[src/rtl/uart_receiver.sv]
// 8N1 UART receiver: 2-flop synchronizer, oversampled mid-bit sampling, valid/ack holding register.
// Define UART_RX_PARITY_EN for 8E1 frames with an extra o_parity_error pulse.
module uart_receiver #(
  parameter int CLK_FREQ_HZ = 50_000_000,
  parameter int BAUD        = 9_600,
  parameter int OVERSAMPLE  = 16,
  parameter int DATA_BITS   = 8
) (
  input  logic       clk,
  input  logic       reset,
  input  logic       i_rx_serial,
  output logic [7:0] o_rx_data,
  output logic       o_rx_valid,
  input  logic       i_rx_ack,
  output logic       o_framing_error,
  output logic       o_overrun,
`ifdef UART_RX_PARITY_EN
  output logic       o_parity_error,
`endif
  output logic       o_busy
);

  localparam int DIV = CLK_FREQ_HZ / (BAUD * OVERSAMPLE);
  localparam int DW  = $clog2(DIV + 1);
  localparam int TW  = $clog2(OVERSAMPLE);
  localparam int BW  = $clog2(DATA_BITS + 1);

  localparam logic [DW-1:0] DIV_LAST  = DW'(DIV - 1);
  localparam logic [TW-1:0] HALF_LAST = TW'(OVERSAMPLE / 2 - 1);
  localparam logic [TW-1:0] FULL_LAST = TW'(OVERSAMPLE - 1);
  localparam logic [BW-1:0] BIT_LAST  = BW'(DATA_BITS - 1);

  typedef enum logic [2:0] {
    S_IDLE,
    S_START,
    S_DATA,
`ifdef UART_RX_PARITY_EN
    S_PARITY,
`endif
    S_STOP,
    S_BREAK
  } state_t;

  state_t                 r_state;
  logic [1:0]             r_sync;
  logic                   r_rx_prev;
  logic [DW-1:0]          r_div;
  logic [TW-1:0]          r_tick;
  logic [BW-1:0]          r_bit;
  logic [DATA_BITS-1:0]   r_shift;
  logic                   r_deliver;
`ifdef UART_RX_PARITY_EN
  logic                   r_parity;
`endif

  logic w_rx;
  logic w_tick;
  logic w_full;

  assign w_rx   = r_sync[1];
  assign w_tick = (r_div == DIV_LAST);
  assign w_full = w_tick && (r_tick == FULL_LAST);
  assign o_busy = (r_state != S_IDLE);

  always_ff @(posedge clk or posedge reset) begin
    if (reset) begin
      r_state         <= S_IDLE;
      r_sync          <= 2'b11;
      r_rx_prev       <= 1'b1;
      r_div           <= '0;
      r_tick          <= '0;
      r_bit           <= '0;
      r_shift         <= '0;
      r_deliver       <= 1'b0;
      o_rx_data       <= '0;
      o_rx_valid      <= 1'b0;
      o_framing_error <= 1'b0;
      o_overrun       <= 1'b0;
`ifdef UART_RX_PARITY_EN
      r_parity        <= 1'b0;
      o_parity_error  <= 1'b0;
`endif
    end else begin
      r_sync          <= {r_sync[0], i_rx_serial};
      r_rx_prev       <= w_rx;
      r_div           <= w_tick ? '0 : r_div + 1'b1;
      r_deliver       <= 1'b0;
      o_framing_error <= 1'b0;
`ifdef UART_RX_PARITY_EN
      o_parity_error  <= 1'b0;
`endif
      if (w_tick && !w_full) r_tick <= r_tick + 1'b1;

      unique case (r_state)
        S_IDLE: begin
          // Restart the divider so sample points sit mid-bit.
          if (r_rx_prev && !w_rx) begin
            r_state <= S_START;
            r_div   <= '0;
            r_tick  <= '0;
          end
        end
        S_START: begin
          if (w_tick && r_tick == HALF_LAST) begin
            r_tick  <= '0;
            r_bit   <= '0;
            r_state <= w_rx ? S_IDLE : S_DATA;
          end
        end
        S_DATA: begin
          if (w_full) begin
            r_tick  <= '0;
            r_shift <= {w_rx, r_shift[DATA_BITS-1:1]};
            r_bit   <= r_bit + 1'b1;
`ifdef UART_RX_PARITY_EN
            if (r_bit == BIT_LAST) r_state <= S_PARITY;
`else
            if (r_bit == BIT_LAST) r_state <= S_STOP;
`endif
          end
        end
`ifdef UART_RX_PARITY_EN
        S_PARITY: begin
          if (w_full) begin
            r_tick   <= '0;
            r_parity <= w_rx;
            r_state  <= S_STOP;
          end
        end
`endif
        S_STOP: begin
          if (w_full) begin
            r_tick <= '0;
            if (w_rx) begin
              r_deliver <= 1'b1;
              r_state   <= S_IDLE;
            end else begin
              o_framing_error <= 1'b1;
              r_state         <= S_BREAK;
            end
          end
        end
        S_BREAK: begin
          if (w_rx) r_state <= S_IDLE;
        end
        default: r_state <= S_IDLE;
      endcase

      if (r_deliver) begin
        if (!o_rx_valid || i_rx_ack) begin
          o_rx_data  <= 8'(r_shift);
          o_rx_valid <= 1'b1;
          o_overrun  <= 1'b0;
`ifdef UART_RX_PARITY_EN
          o_parity_error <= ^{r_shift, r_parity};
`endif
        end else begin
          o_overrun <= 1'b1;
        end
      end else if (o_rx_valid && i_rx_ack) begin
        o_rx_valid <= 1'b0;
        o_overrun  <= 1'b0;
      end
    end
  end

endmodule

[config.mk]
export PLATFORM = sky130hd
export DESIGN_NAME = uart_receiver
export DESIGN_NICKNAME = d
export VERILOG_FILES = /design/src/rtl/uart_receiver.sv
export SDC_FILE = /design/constraint.sdc
export NUM_CORES = 1
export LEC_CHECK = 0
export CORE_UTILIZATION = 45
export DETAILED_ROUTE_END_ITERATION = 7
export MAX_ROUTING_LAYER = met4
export PLACE_DENSITY = 0.72
export SLEW_MARGIN = 10
export SYNTH_ARGS = -nofsm -noshare
export SYNTH_HDL_FRONTEND = slang
export SYNTH_SLANG_ARGS = --single-unit
[constraint.sdc]
create_clock -name clk -period 3.9 [get_ports clk]
set_input_delay 0.78 -clock clk [delete_from_list [all_inputs] [get_ports clk]]
set_output_delay 0.78 -clock clk [all_outputs]
set_load 0.01 [all_outputs]
==> impl_metrics.toml <==
[grt]
grt_pass1_wl_microns = 5457
grt_max_degree = 26
grt.overflow.total = 0
antenna_found_initial = 0
grt_pass1_vias = 1212
grt_usage_pct = 17.42

[clock_network]
insertion_delay_ns = 0.29
tritoncts = "done"
cts_resized = 0
cts_made_buffers = 5
cts_buffer_depth = 2
cts_setup_buffers = 0
path_clk_slew_ns = 0.07
clock-root-buffer = "clkbuf_8"
postCtsHoldBufs = 0
cts_sinks = 43
htreeDepth = 2

[sta]
fmax_mhz = 405.6
skew_ns = 0.005858
tns_ns = 0
period_share_pct = 63.21
slew_viol_final = 0
setup_violations = 0
rsz0062_at_grt = "false"
hold_viol = 0
slew_headroom_pct = 42.38
worst_slew_pin_slew_ns = 0.8633
fin_crit_ns = 2.465

[logic_synthesis]
ys_types = 42
synth_edf_count = 0
seq_area_frac_synth_pct = 56.70
synth_top_cell_area_share_pct = 52.56
netlist_area_sq_um = 1904
synth_area_per_cell_sq_um = 11.76
syn_inst = 162
ys.warnings.count = 0
synth-async-reset-ratio_pct = 100.0
synth.ff_latch_count = 43
ys.flop_type = "dfrtp_1"
synth_nets = 170
synth.area.top_cells = "dfrtp_1 53%, mux2_2 5.9%, dfstp_2 4.1%, mux2_4 3.9%, nor2_1 3.4%"
yosysTopAreaCell = "dfrtp_1"

[routing]
drtPass1Iterations = 4
wire_per_inst_microns = 13.35
drc = 0
drt-total-wl_microns = 3097
vias = 1247
first_iter_violations = 76
via_per_inst = 5.375
ant_nets = 0

[critical_path]
crit_chain = "or3_1, clkdlybuf4s50_1"
cp_max_fo = 8
worstSetupStartpointType = "flop"
critPathRequiredTime_ns = 3.12
reg2regPathDepth = 3
end_kind = "primary output"
cp_slowest_stage_delay_ns = 0.50
cp.buffers_inverters = 1
crit_arrival_ns = 1.69
slowest_stage = "clkdlybuf4s50_1"
cp_num_cells = 2
critPathKind = "reg2out"
crit_family = "buffers and inverters"

[power]
pwr-share-clk_pct = 34.6
cellInternalPower_w = 0.0007174
p_sw_share_pct = 24.33
power.leakage_nw = 1.023
pwr-share-comb_pct = 10.4
p_seq_share_pct = 55.0
p_per_area_nw_per_um2 = 429.6
p_sw_w = 0.0002307
ir_drop_v = 0.0002583

[min_path]
min_path_cells = 0
hp-class = "reg2reg"

[die]
die_x_microns = 67.05
placementRows = 23
core_sq_um = 4029
ioPinCount = 16
start_util_pct = 47.27
dieArea_sq_um = 4496
dieHeight_microns = 67.05

[layout]
syn2layout_area_growth_pct = 15.90
finalNetCount = 189
fin_cells = 232
drive_gt1_share_pct = 15.38
fin_util_pct = 54.78
n_antenna_cell = 0

[status]
outcome = "completed"

[placement]
gp_congestion = 0.8379
io_buffers = 15
hpwl_microns = 2234
dp.cells = 224

[flow_run]
cap_violations = 0
-- stage by stage --
stage	hold slack (ns)	power, W	setup slack (ns)	cell area [sq um]
after floorplan	0.3452	0.0006008	1.788	1904
final	0.3581	0.0009481	1.435	2207
after detailed placement	0.3501	0.0006295	1.707	2101
after global placement	0.3471	0.0006201	1.741	2101
after CTS	0.3611	0.0009621	1.416	2207
after global routing	0.3664	0.001009	1.344	2207
-- sequential cells by signal (all words and copies together) (netlist names) --
signal / cells
o_framing_error: 1
o_overrun: 1
o_rx_data: 8
o_rx_valid: 1
r_bit: 4
r_deliver: 1
r_div: 9
r_rx_prev: 1
r_shift: 8
r_state: 3
r_sync: 2
r_tick: 4
-- power by group through the flow --
stage	registers [W]	logic, W	clock network, W
2_1_floorplan	0.000520	0.0000813	0
3_3_place_gp	0.000526	0.0000945	0
3_5_place_dp	0.000530	0.0000996	0
4_1_cts	0.000521	0.000101	0.000340
5_1_grt	0.000527	0.000118	0.000364
6_report	0.000522	0.0000986	0.000328
-- kinds of logic after synthesis --
logic type / Yosys count / synth area share (%)
AO/OA/AOI/OAI: 24 / 8.279
AND/OR/NAND/NOR: 54 / 14.92
multiplexers: 18 / 11.43
adder cells (fa/ha/maj): 4 / 2.628
flip-flops: 43 / 56.70
XOR/XNOR: 7 / 3.220
buffers and inverters: 12 / 2.825
-- final cells by class --
type                    count  area, sq um
flip-flops and latches     43         1080
fillers                   358         1822
repair buffers             16        157.7
inverters                   8        30.03
multi-input cells         107        770.7
clock buffers               7        76.32
clock inverters             1        30.03
well taps                  50        62.56
-- layer usage --
layer / wire, microns / track usage, % / vias up
met1: 1384 / 20.82 / 602
met5: 0 / - / -
met4: 23 / 6.383 / 0
met2: 1532 / 27.00 / 35
met3: 157 / 6.164 / 2
li1: - / - / 608
-- cell usage in the layout (no fill, tap or decap), types with 2 or more instances in the layout --
cell and count:
dfrtp_1 40, nor2_1 17, clkdlybuf4s50_1 15, nand2_1 11
mux2_2 10, inv_1 8, a21oi_1 7, nand3_1 6
mux2_4 5, clkbuf_8 5, nor3_1 4, o21ai_0 4
xor2_1 4, ha_1 4, mux2i_1 3, nand2b_1 3
or3_1 3, xnor2_1 3, dfstp_2 3, a211oi_1 2
clkbuf_1 2
-- worst paths after layout --
check                                  startpoint                        to  slack [ns]
max in group asynchronous                   reset       r_sync[0]$_DFF_PP1_        2.11
max                        r_state[2]$_DFFE_PP0P_                    o_busy        1.43
min                           r_sync[0]$_DFF_PP1_       r_sync[1]$_DFF_PP1_        0.36
min reg2reg                   r_sync[0]$_DFF_PP1_       r_sync[1]$_DFF_PP1_        0.36
max reg2reg                    r_div[5]$_DFF_PP0_    r_shift[0]$_DFFE_PP0P_        1.75
min in group asynchronous                   reset  o_rx_data[3]$_DFFE_PP0P_        0.96
-- synthesized netlist by cell type, types with 2 or more instances --
| cell type | instances |
|---|---|
| xnor2_1 | 3 |
| dfrtp_1 | 40 |
| a211oi_1 | 2 |
| clkbuf_1 | 2 |
| mux2i_1 | 3 |
| a21oi_1 | 7 |
| xor2_1 | 4 |
| nor3_1 | 4 |
| or3_1 | 3 |
| o21ai_0 | 4 |
| mux2_4 | 5 |
| mux2_2 | 10 |
| nand3_1 | 6 |
| nand2_1 | 11 |
| nand2b_1 | 3 |
| ha_1 | 4 |
| inv_1 | 8 |
| nor2_1 | 17 |
| dfstp_2 | 3 |
Note: power is estimated with default switching activity, not from simulation.
